**config.mk**
```make
export PLATFORM = sky130hd
export DESIGN_NAME = mem_arbiter_flat
export DESIGN_NICKNAME = d
export VERILOG_FILES = /design/src/rtl/mem_arbiter_if.sv /design/src/rtl/mem_arbiter.sv /design/src/flat_wrapper.sv
export SDC_FILE = /design/constraint.sdc
export NUM_CORES = 1
export LEC_CHECK = 0
export BUFFER_PORTS_ARGS = -buffer_cell sky130_fd_sc_hd__buf_4
export CAP_MARGIN = 20
export CELL_PAD_IN_SITES_DETAIL_PLACEMENT = 0
export CELL_PAD_IN_SITES_GLOBAL_PLACEMENT = 1
export CORE_AREA = 5 5 286 288
export CTS_BUF_LIST = sky130_fd_sc_hd__clkbuf_4
export DETAILED_ROUTE_END_ITERATION = 6
export DIE_AREA = 0 0 291 293
export GPL_ROUTABILITY_DRIVEN = 0
export PLACE_DENSITY = 0.57
export SYNTH_ARGS = -nofsm -noshare
export SYNTH_HDL_FRONTEND = slang
export SYNTH_SLANG_ARGS = --single-unit
```
**constraint.sdc**
```tcl
create_clock -name clock -period 1.8 [get_ports clock]
set_input_delay 0.27 -clock clock [delete_from_list [all_inputs] [get_ports clock]]
set_output_delay 0.27 -clock clock [all_outputs]
set_load 0.02 [all_outputs]
```
**src/rtl/mem_arbiter_if.sv**
```systemverilog
// Bundle of cache-side and memory-side signals around mem_arbiter.
// The master modport is the arbiter's view (it masters the memory port);
// the slave modport is the view of the caches and memory around it.
interface mem_arbiter_if #(
  parameter int unsigned ADDR_W = 28,
  parameter int unsigned DATA_W = 128
);
  // Data cache side
  logic              d_read;
  logic              d_write;
  logic [ADDR_W-1:0] d_address;
  logic [DATA_W-1:0] d_writedata;
  logic [DATA_W-1:0] d_readdata;
  logic              d_busywait;
  // Instruction cache side
  logic              i_read;
  logic [ADDR_W-1:0] i_address;
  logic [DATA_W-1:0] i_readdata;
  logic              i_busywait;
  // Main memory side
  logic              mem_read;
  logic              mem_write;
  logic [ADDR_W-1:0] mem_address;
  logic [DATA_W-1:0] mem_writedata;
  logic [DATA_W-1:0] mem_readdata;
  logic              mem_busywait;

  modport master (
    input  d_read, d_write, d_address, d_writedata, i_read, i_address,
    input  mem_readdata, mem_busywait,
    output d_readdata, d_busywait, i_readdata, i_busywait,
    output mem_read, mem_write, mem_address, mem_writedata
  );

  modport slave (
    output d_read, d_write, d_address, d_writedata, i_read, i_address,
    output mem_readdata, mem_busywait,
    input  d_readdata, d_busywait, i_readdata, i_busywait,
    input  mem_read, mem_write, mem_address, mem_writedata
  );
endinterface

```
**src/rtl/mem_arbiter.sv**
```systemverilog
// Arbiter sharing one block-wide main memory port between icache and dcache.
// One transaction at a time; each cache is stalled by its own busywait.
// Optional macro ARB_ROUND_ROBIN_EN: round-robin tie-break instead of
// fixed dcache priority.
module mem_arbiter #(
  parameter int unsigned ADDR_W = 28,
  parameter int unsigned DATA_W = 128
) (
  input logic           clock,
  input logic           reset,
  mem_arbiter_if.master bus_io
);

  typedef enum logic [2:0] {
    StIdle,
    StDBusy,
    StIBusy,
    StDDone,
    StIDone
  } state_e;

  typedef enum logic {
    GrantI = 1'b0,
    GrantD = 1'b1
  } grant_e;

  state_e            state_q, state_d;
  grant_e            last_grant_q, last_grant_d;
  logic              issued_q, issued_d;
  logic              mem_read_q, mem_read_d;
  logic              mem_write_q, mem_write_d;
  logic [ADDR_W-1:0] mem_address_q, mem_address_d;
  logic [DATA_W-1:0] mem_writedata_q, mem_writedata_d;
  logic [DATA_W-1:0] d_readdata_q, d_readdata_d;
  logic [DATA_W-1:0] i_readdata_q, i_readdata_d;

  logic d_req;
  logic i_req;
  logic d_wins;

  assign d_req = bus_io.d_read | bus_io.d_write;
  assign i_req = bus_io.i_read;

  // Decide whether the dcache takes the port when arbitrating in idle
`ifdef ARB_ROUND_ROBIN_EN
  assign d_wins = d_req & (~i_req | (last_grant_q == GrantI));
`else
  assign d_wins = d_req;
`endif

  // Next-state and registered-output computation
  always_comb begin
    state_d         = state_q;
    last_grant_d    = last_grant_q;
    issued_d        = issued_q;
    mem_read_d      = mem_read_q;
    mem_write_d     = mem_write_q;
    mem_address_d   = mem_address_q;
    mem_writedata_d = mem_writedata_q;
    d_readdata_d    = d_readdata_q;
    i_readdata_d    = i_readdata_q;

    case (state_q)
      StIdle: begin
        if (d_wins) begin
          state_d       = StDBusy;
          last_grant_d  = GrantD;
          issued_d      = 1'b0;
          mem_address_d = bus_io.d_address;
          // A write-back wins over a read when both are raised
          if (bus_io.d_write) begin
            mem_write_d     = 1'b1;
            mem_read_d      = 1'b0;
            mem_writedata_d = bus_io.d_writedata;
          end else begin
            mem_write_d = 1'b0;
            mem_read_d  = 1'b1;
          end
        end else if (i_req) begin
          state_d       = StIBusy;
          last_grant_d  = GrantI;
          issued_d      = 1'b0;
          mem_address_d = bus_io.i_address;
          mem_write_d   = 1'b0;
          mem_read_d    = 1'b1;
        end
      end

      StDBusy, StIBusy: begin
        // First edge gives memory a cycle to see the strobe; busywait is ignored
        if (!issued_q) begin
          issued_d = 1'b1;
        end else if (!bus_io.mem_busywait) begin
          if (mem_read_q) begin
            if (state_q == StDBusy) begin
              d_readdata_d = bus_io.mem_readdata;
            end else begin
              i_readdata_d = bus_io.mem_readdata;
            end
          end
          mem_read_d  = 1'b0;
          mem_write_d = 1'b0;
          if (state_q == StDBusy) begin
            state_d = StDDone;
          end else begin
            state_d = StIDone;
          end
        end
      end

      StDDone, StIDone: begin
        state_d = StIdle;
      end

      default: begin
        state_d = StIdle;
      end
    endcase
  end

  // State and output registers with synchronous reset
  always_ff @(posedge clock) begin
    if (reset) begin
      state_q         <= StIdle;
      last_grant_q    <= GrantI;
      issued_q        <= 1'b0;
      mem_read_q      <= 1'b0;
      mem_write_q     <= 1'b0;
      mem_address_q   <= '0;
      mem_writedata_q <= '0;
      d_readdata_q    <= '0;
      i_readdata_q    <= '0;
    end else begin
      state_q         <= state_d;
      last_grant_q    <= last_grant_d;
      issued_q        <= issued_d;
      mem_read_q      <= mem_read_d;
      mem_write_q     <= mem_write_d;
      mem_address_q   <= mem_address_d;
      mem_writedata_q <= mem_writedata_d;
      d_readdata_q    <= d_readdata_d;
      i_readdata_q    <= i_readdata_d;
    end
  end

  assign bus_io.mem_read      = mem_read_q;
  assign bus_io.mem_write     = mem_write_q;
  assign bus_io.mem_address   = mem_address_q;
  assign bus_io.mem_writedata = mem_writedata_q;
  assign bus_io.d_readdata    = d_readdata_q;
  assign bus_io.i_readdata    = i_readdata_q;

  // Stalls are combinational so each cache is released exactly in its done cycle
  assign bus_io.d_busywait = d_req & (state_q != StDDone);
  assign bus_io.i_busywait = i_req & (state_q != StIDone);

endmodule

```
**src/flat_wrapper.sv**
```systemverilog
// flat-port wrapper written by rule: the top's interface ports become plain ports
module mem_arbiter_flat 
#(
  parameter int unsigned ADDR_W = 28,
  parameter int unsigned DATA_W = 128
)
  (clock, reset, bus_io_d_read, bus_io_d_write, bus_io_d_address, bus_io_d_writedata, bus_io_i_read, bus_io_i_address, bus_io_mem_readdata, bus_io_mem_busywait, bus_io_d_readdata, bus_io_d_busywait, bus_io_i_readdata, bus_io_i_busywait, bus_io_mem_read, bus_io_mem_write, bus_io_mem_address, bus_io_mem_writedata);
  mem_arbiter_if #(.ADDR_W(ADDR_W), .DATA_W(DATA_W)) bus_io_i ();
  input logic clock;
  input logic reset;
  input wire logic [$bits(bus_io_i.d_read)-1:0] bus_io_d_read;
  input wire logic [$bits(bus_io_i.d_write)-1:0] bus_io_d_write;
  input wire logic [$bits(bus_io_i.d_address)-1:0] bus_io_d_address;
  input wire logic [$bits(bus_io_i.d_writedata)-1:0] bus_io_d_writedata;
  input wire logic [$bits(bus_io_i.i_read)-1:0] bus_io_i_read;
  input wire logic [$bits(bus_io_i.i_address)-1:0] bus_io_i_address;
  input wire logic [$bits(bus_io_i.mem_readdata)-1:0] bus_io_mem_readdata;
  input wire logic [$bits(bus_io_i.mem_busywait)-1:0] bus_io_mem_busywait;
  output wire logic [$bits(bus_io_i.d_readdata)-1:0] bus_io_d_readdata;
  output wire logic [$bits(bus_io_i.d_busywait)-1:0] bus_io_d_busywait;
  output wire logic [$bits(bus_io_i.i_readdata)-1:0] bus_io_i_readdata;
  output wire logic [$bits(bus_io_i.i_busywait)-1:0] bus_io_i_busywait;
  output wire logic [$bits(bus_io_i.mem_read)-1:0] bus_io_mem_read;
  output wire logic [$bits(bus_io_i.mem_write)-1:0] bus_io_mem_write;
  output wire logic [$bits(bus_io_i.mem_address)-1:0] bus_io_mem_address;
  output wire logic [$bits(bus_io_i.mem_writedata)-1:0] bus_io_mem_writedata;
  assign bus_io_i.d_read = bus_io_d_read;
  assign bus_io_i.d_write = bus_io_d_write;
  assign bus_io_i.d_address = bus_io_d_address;
  assign bus_io_i.d_writedata = bus_io_d_writedata;
  assign bus_io_i.i_read = bus_io_i_read;
  assign bus_io_i.i_address = bus_io_i_address;
  assign bus_io_i.mem_readdata = bus_io_mem_readdata;
  assign bus_io_i.mem_busywait = bus_io_mem_busywait;
  assign bus_io_d_readdata = bus_io_i.d_readdata;
  assign bus_io_d_busywait = bus_io_i.d_busywait;
  assign bus_io_i_readdata = bus_io_i.i_readdata;
  assign bus_io_i_busywait = bus_io_i.i_busywait;
  assign bus_io_mem_read = bus_io_i.mem_read;
  assign bus_io_mem_write = bus_io_i.mem_write;
  assign bus_io_mem_address = bus_io_i.mem_address;
  assign bus_io_mem_writedata = bus_io_i.mem_writedata;
  mem_arbiter #(.ADDR_W(ADDR_W), .DATA_W(DATA_W)) u_core (.clock(clock), .reset(reset), .bus_io(bus_io_i));
endmodule
```
==> run metrics <==
final number of hold-violating endpoints=0; post-route minimum period=2029 ps; clk_skew=62.91 ps; Critical Path, Cell by Cell=buf_6 > inv_2 > o31a_1 > buf_6; final wirelength=81.00 mm; classification of the worst-slack hold path=in -> reg; post-route setup TNS=-394.2 ps; share of the clock period used by the worst path=1.127; TritonCTS clock tree=built; Yosys cell types=33; clock buffers created by TritonCTS=121; outcome=finished with violations; vias in the first global route=19168; Worst VDD drop=0.5432 mV; transition time at the pin with the least slew margin=435.7 ps; least setup slack across all paths after layout=-229.5 ps; maximum clock insertion buffer count=3; Top delay family on crit path=flip-flops; Crit path arrival time=1760 ps; vias per std cell=4.534; ratio of cells with drive above 1 in the final layout=0.3819; dominant cell type by count on the critical path=sky130_fd_sc_hd__buf_6; achievable frequency=0.4927 GHz; count of standard-cell rows=103; first-pass iteration count of the detailed router=6; leakage power of the design=11.73 nW; count of nets after finishing=3363; register bit total from synthesis=418; Critical Path Fanout Max=3; required time of the worst setup path=1530 ps; Slowest cell on crit path=sky130_fd_sc_hd__dfxtp_4; number of routed nets with antenna violations=0; Slowest Stage Delay on Critical Path=380 ps; number of max-slew violations in the final report=0; RSZ-0062 raised after global routing=true; element type at the critical path start=register; Worst Setup Path Type=reg -> out; final HPWL from detailed placement=53.81 mm; type of element capturing the critical path=primary output; final routed wire length divided by cell count=19.31 um; number of maximum-capacitance violations=0; average instance area after synthesis=8.089 sq um; number of inserted filler cells in the final layout=8121; register clock-pin slew on the reported worst setup and hold paths=70 ps; number of violations reported at the end of detailed-routing iteration 0=1006; boundary pin count=734; cell count after synthesis=1926; endpoints failing setup=2; total power per unit cell area=937.6 mW/mm^2; initial standard-cell utilization of the core=0.1982; maximum number of pins on one net before global-route repair=84; failing checks=negative setup slack; DRC viols=0; overall die width=291 um; post-synth net total=2244; total overflow reported by the global router=0; sequential element share of the synthesized area=0.5371; area inside the core boundary=0.07861 sq mm; area growth from synthesis to final layout=86.97%; die outline area=0.08526 sq mm; H-tree depth=3; number of antenna violations at the first check in global routing=9; Max transition margin=0.7095; worst hold-check slack=183.8 ps; floorplan die height=293 um; Sink Count=418; count of port buffers added during placement=733; clock latency reported for the late side of the worst-skew pair=910 ps; Mapped Area=0.01558 sq mm; number of buffer and inverter instances along the worst setup path=3; total number of vias=19017; buffer cell driving the clock tree root=sky130_fd_sc_hd__clkbuf_4; global-route wire length before repair=116.3 mm; fin util=0.3705; number of warnings printed during yosys synthesis=0; total global-route track usage=0.1701
-- cells in the final DEF, fill, tap and decap left out, types with 7 or more instances in the layout --
cell type	n
sky130_fd_sc_hd__buf_12	47
sky130_fd_sc_hd__diode_2	10
sky130_fd_sc_hd__nand2_1	278
sky130_fd_sc_hd__o21ai_0	254
sky130_fd_sc_hd__nand3_1	256
sky130_fd_sc_hd__dlygate4sd3_1	346
sky130_fd_sc_hd__o21ai_1	31
sky130_fd_sc_hd__clkbuf_4	177
sky130_fd_sc_hd__a21oi_1	396
sky130_fd_sc_hd__dfxtp_2	113
sky130_fd_sc_hd__dfxtp_1	301
sky130_fd_sc_hd__clkinv_1	26
sky130_fd_sc_hd__a21oi_2	17
sky130_fd_sc_hd__a311oi_1	28
sky130_fd_sc_hd__buf_4	664
sky130_fd_sc_hd__buf_6	126
sky130_fd_sc_hd__clkbuf_16	13
sky130_fd_sc_hd__nand2_2	7
-- what timing repair did --
action	CTS	global route
hold buffers	347	0
setup endpoints to repair	112	192
pin swaps	2	7
endpoints found under the hold margin	418	0
cloned	0	20
resized for setup	190	119
setup buffers	8	17
-- cells in the mapped netlist, drive strengths merged --
| cell type | count | share of area |
|---|---|---|
| buf | 76 | 0.024 |
| a21oi | 413 | 0.13 |
| xnor2 | 1 | 0.00056 |
| or2 | 1 | 0.00040 |
| nand3 | 256 | 0.082 |
| nor4b | 1 | 0.00096 |
| nor2b | 1 | 0.00040 |
| mux2i | 1 | 0.00064 |
| o31a | 2 | 0.0011 |
| clkbuf | 132 | 0.032 |
| and3b | 1 | 0.00056 |
| nor4 | 1 | 0.00040 |
| or3 | 2 | 0.00080 |
| dfxtp | 418 | 0.54 |
| or4b | 1 | 0.00064 |
| o32ai | 3 | 0.0017 |
| o21ai | 286 | 0.092 |
| nor3 | 3 | 0.00096 |
| o22ai | 1 | 0.00040 |
| nand3b | 1 | 0.00048 |
| or3b | 2 | 0.0011 |
| a311oi | 28 | 0.016 |
| a31oi | 1 | 0.00040 |
| nor2 | 2 | 0.00096 |
| inv | 1 | 0.00024 |
| nand2 | 285 | 0.069 |
| nand2b | 4 | 0.0016 |
| nor3b | 2 | 0.0013 |
-- layout make-up --
class | count | area [sq um] | area share
tap | 1050 | 1314 | 0.04511
inverter | 1 | 3.754 | 0.0001289
clock buffer | 177 | 1329 | 0.04562
clock inverter | 35 | 183.9 | 0.006315
sequential | 418 | 8524 | 0.2927
antenna | 10 | 25.02 | 0.0008591
timing repair buffer | 1203 | 11270 | 0.3870
multi-input combinational | 1300 | 6474 | 0.2223
-- power breakdown --
part           total (mW)  switching, mW  internal [mW]  leakage [nW]
clock                8.95           4.43           4.52         0.893
sequential           10.2          0.368           9.87          3.45
combinational        8.13           4.53           3.59          7.39
-- logic make-up (layout without fill, tap and decap cells) --
kind of cell / count (synthesis) / in the layout / share of synthesized area
DFF: 418 / 418 / 0.5371
AOI/OAI and AO/OA: 734 / 734 / 0.2439
buffers and inverters: 209 / 1416 / 0.05622
and+or+nand+nor: 563 / 564 / 0.1615
muxes: 1 / 1 / 0.0006425
xor gates and xnor gates: 1 / 1 / 0.0005623
other: 0 / 10 / 0
-- per-stage QoR --
step / total power [mW] / worst slack [ps] / cells / area [sq um]
after floorplan: 13.45 / 301.1 / 1926 / 15580
after CTS: 26.85 / -341.9 / 4147 / 28260
final: 27.31 / -229.5 / 4194 / 29130
after global routing: 28.89 / -374.8 / 4190 / 29120
after detailed placement: 16.85 / 61.59 / 3581 / 22730
after global placement: 16.79 / 66.22 / 3581 / 22730
-- layer usage --
layer | up-vias | global-route usage | wire (um)
met5 | - | 0 | 40
met2 | 792 | 0.2921 | 40360
met1 | 8979 | 0.2000 | 31470
li1 | 9081 | - | -
met3 | 161 | 0.05752 | 6647
met4 | 4 | 0.05765 | 2476
-- final timing paths --
path | from | end | slack (ps) | depth (start not counted)
worst max register to register | u_core.state_q[1] | u_core.bus_io.mem_writedata[111] | 30 | 7
worst max-delay path | u_core.state_q[2] | bus_io_i_busywait | -230 | 4
worst min-delay path | bus_io_mem_readdata[54] | u_core.bus_io.i_readdata[54] | 180 | 4
worst min register to register | u_core.bus_io.mem_writedata[59] | u_core.bus_io.mem_writedata[59] | 460 | 2
-- flip-flops by register name, indices dropped and copies added, names as in the netlist --
signal                       cells
u_core.bus_io.d_readdata       128
u_core.issued_q                  1
u_core.bus_io.mem_read           1
u_core.bus_io.mem_writedata    128
u_core.bus_io.mem_write          1
u_core.bus_io.i_readdata       128
u_core.state_q                   3
u_core.bus_io.mem_address       28
-- worst register-to-register path, delay by kind of cell, from the launching register on --
family	cells	cell delay, ps
buffers and inverters	4	690
AOI/OAI and AO/OA	1	60
DFF	1	350
and+or+nand+nor	2	570
Note: power is estimated with default switching activity, not from simulation.
